==> config.mk <==
export PLATFORM = sky130hd
export DESIGN_NAME = binary_to_bcd_flat
export DESIGN_NICKNAME = d
export VERILOG_FILES = /design/src/rtl/calc_pkg.sv /design/src/rtl/binary_to_bcd_if.sv /design/src/rtl/binary_to_bcd_add3.sv /design/src/rtl/binary_to_bcd.sv /design/src/flat_wrapper.sv
export SDC_FILE = /design/constraint.sdc
export NUM_CORES = 1
export LEC_CHECK = 0
export BUFFER_PORTS_ARGS = -buffer_cell sky130_fd_sc_hd__clkbuf_2
export CAP_MARGIN = 10
export CORE_MARGIN = 4
export CORE_UTILIZATION = 25
export DETAILED_ROUTE_END_ITERATION = 10
export GPL_ROUTABILITY_DRIVEN = 0
export SYNTH_ARGS = -nofsm -noshare
export SYNTH_HDL_FRONTEND = slang
export SYNTH_SLANG_ARGS = --single-unit
==> constraint.sdc <==
create_clock -name clk -period 5 [get_ports clk]
set_clock_uncertainty 0.05 [all_clocks]
set_input_delay 0.25 -clock clk [delete_from_list [all_inputs] [get_ports clk]]
set_output_delay 0.25 -clock clk [all_outputs]
set_load 0.005 [all_outputs]
==> src/rtl/calc_pkg.sv <==
// Shared calculator output-path definitions: default digit count, converter
// states and the display nibble codes used downstream of the converter.
package calc_pkg;

  localparam int unsigned DIGITS_DEFAULT = 10;

  typedef enum logic {
    IDLE,
    CONVERT
  } state_e;

  // Non-decimal nibble codes for the placement stage and display decoder.
  localparam logic [3:0] BLANK = 4'hF;
  localparam logic [3:0] MINUS = 4'hE;

endpackage

==> src/rtl/binary_to_bcd_if.sv <==
// Start/done handshake and result bus between the arithmetic unit side and
// the binary-to-BCD converter.
interface binary_to_bcd_if #(
  parameter int unsigned WIDTH  = 32,
  parameter int unsigned DIGITS = 10
) ();

  logic                  start;
  logic [WIDTH-1:0]      value;
  logic                  busy;
  logic                  done;
  logic                  signBit;
  logic [4*DIGITS-1:0]   BCD;

  modport master (
    output start,
    output value,
    input  busy,
    input  done,
    input  signBit,
    input  BCD
  );

  modport slave (
    input  start,
    input  value,
    output busy,
    output done,
    output signBit,
    output BCD
  );

endinterface

==> src/rtl/binary_to_bcd_add3.sv <==
// Double-dabble digit correction: digits of 5 or more get +3 before the shift.
module bcd_add3 (
  input  logic [3:0] digit,
  output logic [3:0] corrected
);

  assign corrected = (digit >= 4'd5) ? digit + 4'd3 : digit;

endmodule

==> src/rtl/binary_to_bcd.sv <==
// Sequential signed binary to sign + BCD magnitude converter, one bit per
// clock (shift-and-add-3) under a start/done handshake.
module binary_to_bcd
  import calc_pkg::*;
#(
  parameter int unsigned WIDTH  = 32,
  parameter int unsigned DIGITS = calc_pkg::DIGITS_DEFAULT
) (
  input  logic            clk,
  input  logic            reset,
  binary_to_bcd_if.slave  bus
);

  localparam int unsigned BCD_W = 4 * DIGITS;
  localparam int unsigned CNT_W = $clog2(WIDTH + 1);

  if ((2.0 ** (WIDTH - 1)) > ((10.0 ** DIGITS) - 1.0)) begin : g_digits_check
    $error("binary_to_bcd: DIGITS too small for WIDTH");
  end

  state_e           state_q, state_d;
  logic [CNT_W-1:0] cnt_q;
  logic [WIDTH-1:0] mag_q;
  logic [BCD_W-1:0] bcd_q;
  logic             sign_q;
  logic [BCD_W-1:0] out_bcd_q;
  logic             out_sign_q;
  logic             done_q;

  logic [BCD_W-1:0] bcd_corr;
  logic [BCD_W-1:0] bcd_shift;
  logic [WIDTH-1:0] mag_shift;
  logic [WIDTH-1:0] abs_value;
  logic             accept;
  logic             last_iter;
  logic             unused_carry;

  for (genvar g = 0; g < DIGITS; g++) begin : g_add3
    bcd_add3 u_add3 (
      .digit     (bcd_q[4*g +: 4]),
      .corrected (bcd_corr[4*g +: 4])
    );
  end

  // The top corrected bit is always zero given the DIGITS/WIDTH constraint.
  assign unused_carry = bcd_corr[BCD_W-1];
  assign {bcd_shift, mag_shift} = {bcd_corr[BCD_W-2:0], mag_q, 1'b0};

  // Most-negative input wraps to 2^(WIDTH-1), which is the correct magnitude.
  assign abs_value = bus.value[WIDTH-1] ? (~bus.value + WIDTH'(1)) : bus.value;
  assign accept    = (state_q == IDLE) && bus.start;
  assign last_iter = (state_q == CONVERT) && (cnt_q == CNT_W'(WIDTH - 1));

  always_comb begin
    state_d = state_q;
    unique case (state_q)
      IDLE:    if (bus.start) state_d = CONVERT;
      CONVERT: if (last_iter) state_d = IDLE;
      default: state_d = IDLE;
    endcase
  end

  always_ff @(posedge clk) begin
    if (reset) begin
      state_q    <= IDLE;
      cnt_q      <= '0;
      mag_q      <= '0;
      bcd_q      <= '0;
      sign_q     <= 1'b0;
      out_bcd_q  <= '0;
      out_sign_q <= 1'b0;
      done_q     <= 1'b0;
    end else begin
      state_q <= state_d;
      done_q  <= last_iter;
      if (accept) begin
        sign_q <= bus.value[WIDTH-1];
        mag_q  <= abs_value;
        bcd_q  <= '0;
        cnt_q  <= '0;
      end else if (state_q == CONVERT) begin
        bcd_q <= bcd_shift;
        mag_q <= mag_shift;
        cnt_q <= cnt_q + CNT_W'(1);
        if (last_iter) begin
          out_bcd_q  <= bcd_shift;
          // No negative zero.
          out_sign_q <= sign_q && (|bcd_shift);
        end
      end
    end
  end

  assign bus.busy    = (state_q == CONVERT);
  assign bus.done    = done_q;
  assign bus.signBit = out_sign_q;
  assign bus.BCD     = out_bcd_q;

endmodule

==> src/flat_wrapper.sv <==
// flat-port wrapper written by rule: the top's interface ports become plain ports
module binary_to_bcd_flat import calc_pkg::*;
#(
  parameter int unsigned WIDTH  = 32,
  parameter int unsigned DIGITS = calc_pkg::DIGITS_DEFAULT
)
  (clk, reset, bus_start, bus_value, bus_busy, bus_done, bus_signBit, bus_BCD);
  binary_to_bcd_if #(.WIDTH(WIDTH), .DIGITS(DIGITS)) bus_i ();
  input  logic clk;
  input  logic reset;
  input wire logic [$bits(bus_i.start)-1:0] bus_start;
  input wire logic [$bits(bus_i.value)-1:0] bus_value;
  output wire logic [$bits(bus_i.busy)-1:0] bus_busy;
  output wire logic [$bits(bus_i.done)-1:0] bus_done;
  output wire logic [$bits(bus_i.signBit)-1:0] bus_signBit;
  output wire logic [$bits(bus_i.BCD)-1:0] bus_BCD;
  assign bus_i.start = bus_start;
  assign bus_i.value = bus_value;
  assign bus_busy = bus_i.busy;
  assign bus_done = bus_i.done;
  assign bus_signBit = bus_i.signBit;
  assign bus_BCD = bus_i.BCD;
  binary_to_bcd #(.WIDTH(WIDTH), .DIGITS(DIGITS)) u_core (.clk(clk), .reset(reset), .bus(bus_i));
endmodule
==> flow_summary_export.csv <==
group,metric,value,unit
global_routing,grt_max_degree,80,
clocking,htree_levels,4,
synthesis,ys_seq_elements,122,
route,drt-met1-wl,7861,microns
floorplanning,core_area,25250,sq um
worst_setup_path,critPathKind,"input pin to register",
floorplanning,initial_core_util,0.2545,
route,via_count,5588,
synthesis,synthCells,780,
route,wl_per_cell,13.93,microns
global_routing,grt_pass1_wl,26810,microns
sta,rsz0062_at_grt,"false",
floorplanning,die_h,168.3,microns
global_routing,grt_pass1_vias,5231,
clocking,clock_path_buffers,2,
placement,numPortBuffers,77,
synthesis,synth_cell_types,49,
floorplanning,ioPinCount,78,
synthesis,syn-cell-area,6426,sq um
sta,finalSetupViolCount,0,
clocking,cts_buffers,17,
route,drt_first_pass_iters,4,
clocking,cts_tree,"done",
sta,slew_headroom,0.3621,
route,met3_length,729,microns
clocking,cts_root_buf,"clkbuf_16",
sta,max_freq,377.8,MHz
worst_setup_path,cpPeakStageDelay,0.86,ns
worst_setup_path,worst_ep_required_time,5.22,ns
pwr,ir_worst_vdd,0.2147,mV
synthesis,synthArstFlopShare,0,
worst_setup_path,start_kind,"input pin",
sta,drv_slew,0,
synthesis,ys_seq_area_frac,0.3801,
route,ant_nets,0,
placement,dp_cells,1137,
worst_hold_path,hp-class,"input pin to register",
clocking,cts.repair.resized,0,
worst_setup_path,timing.reg2reg.setup_slack,2.52,ns
route,drcViolationCount,0,
sta,hold_viol,0,
global_routing,grtUsageTotal,0.1155,
pwr,p_leak,0.002808,uW
synthesis,ys.flop_type,"dfxtp_1",
finish,area_growth,18.48,%
clocking,clkSlewWorstSetupHoldPaths,0.06,ns
placement,dp_hpwl,11360,microns
global_routing,overflow,0,
sta,post-route-min-period,2.647,ns
worst_setup_path,arrival,2.87,ns
worst_setup_path,crit_family,"simple AND/OR/NAND/NOR gates",
synthesis,avgSynthCellArea,8.239,sq um
floorplanning,dieArea,28330,sq um
worst_setup_path,path_common_cell,"nor2_1",
route,first_iter_violations,335,
worst_setup_path,critical_path.endpoint_type,"register",
floorplanning,die_w,168.3,microns
run,maxCapViolations,0,
sta,fin_crit_sh,0.5294,
clocking,hold_buffers,0,
finish,diodes,0,
clocking,clock_latency,0.42,ns
sta,tns,0,ns
global_routing,antenna_found_initial,0,
synthesis,synth-edff-count,0,
finish,layout_common_cells,"121 x dfxtp_1, 102 x nor2_1, 84 x nand2_1, 77 x clkbuf_2, 67 x a21oi_1",
worst_setup_path,cp_num_buf_inv,2,
route,wl,16290,microns
synthesis,syn-num-nets,837,
synthesis,ys_warn_count,0,
finish,final_nets,883,
route,dr.max_layer_used,"met4",
sta,worst_pin_slew,0.9568,ns
worst_setup_path,crit_fanout,46,
clocking,cts_setup_buffers,0,
floorplanning,num_rows,58,
worst_setup_path,slowest_stage,"or2_2",
finish,final_layout_size_suffix_gt1_frac,0.1478,
finish,mostFrequentLayoutCell,"dfxtp_1",
sta,hold_slack,0.1046,ns
run_status,outcome,"completed",
pwr,power_density,320.0,nW/um^2
route,routed_via_density,4.780,
worst_setup_path,path_cells,"clkbuf_2 > clkinv_1 > nor2_1 > or2_2 > nor2_1",
finish,fin_cells,1169,
clocking,cts.sinks,122,
route,route.met2.wl,7415,microns
==> metal layers <==
metal | track usage | vias up
met3 | 0.03076 | 19
li1 | - | 2869
met1 | 0.1533 | 2616
met5 | 0 | -
met2 | 0.1798 | 84
met4 | 0.04375 | 0
==> where the power goes <==
| part | switching, uW | internal (uW) |
|---|---|---|
| clock | 492 | 695 |
| sequential | 28.8 | 1000 |
| combinational | 129 | 91.7 |
==> worst reg2reg max path, cell delays in order, from the launching register on <==
cell,delay (ns)
dfxtp_4,0.72
nand3_1,0.20
or3_1,0.77
nor3b_1,0.41
o31a_1,0.19
a211o_1,0.09
==> cells in the mapped netlist, drive strengths merged (13+ instances only) <==
| cell type | count | area [sq um] |
|---|---|---|
| dfxtp | 122 | 2442 |
| nor2 | 102 | 382.9 |
| nand2 | 84 | 315.3 |
| a21oi | 67 | 335.3 |
| clkbuf | 41 | 153.9 |
| a211oi | 35 | 262.8 |
| mux2i | 33 | 330.3 |
| o21ai | 25 | 125.1 |
| nor3b | 24 | 180.2 |
| ha | 22 | 275.3 |
| inv | 22 | 82.58 |
| xor2 | 20 | 175.2 |
| xnor2 | 19 | 166.4 |
| a211o | 15 | 131.4 |
| buf | 13 | 63.81 |
| nand3 | 13 | 65.06 |
==> area by class of cell <==
cell class | instances | area (sq um)
clock inverters | 14 | 138.9
well taps | 330 | 412.9
flip-flops and latches | 122 | 2446
fillers | 2708 | 17640
inverters | 23 | 86.33
clock buffers | 18 | 429.2
repair buffers | 81 | 415.4
multi-input cells | 581 | 3685
==> sequential cells by signal, indices dropped and copies added, names as in the netlist <==
register and cells:
u_core.bcd_q 40, u_core.cnt_q 6, u_core.bus.done 1, u_core.bus.signBit 1, u_core.bus.BCD 40, u_core.sign_q 1, u_core.mag_q 32, u_core.bus.busy 1
==> cells by family after synthesis <==
logic type	count (synthesis)	synth area share
XOR/XNOR	39	0.05315
multiplexers	33	0.05140
adder cells (fa/ha/maj)	22	0.04283
flip-flops	122	0.3801
AO/OA/AOI/OAI	191	0.2017
AND/OR/NAND/NOR	296	0.2235
buffers and inverters	77	0.04731
==> worst paths after layout <==
path               startpoint            endpoint  cells past startpoint
max                 bus_start    u_core.bcd_q[13]                      5
min              bus_value[0]     u_core.mag_q[0]                      3
max reg2reg   u_core.bus.busy  u_core.bus.signBit                      5
min reg2reg  u_core.mag_q[11]    u_core.mag_q[12]                      2
==> stage by stage <==
step                      setup slack [ns]    util  total power, uW  area, sq um
final                                2.353  0.3015             2436         7614
after detailed placement             1.923  0.2790             1272         7046
after CTS                            2.372  0.3015             2465         7614
after floorplan                      2.816       -             1207         6426
after global placement               1.996  0.2790             1268         7046
after global routing                 2.038  0.3015             2542         7614
Note: power is estimated with default switching activity, not from simulation.
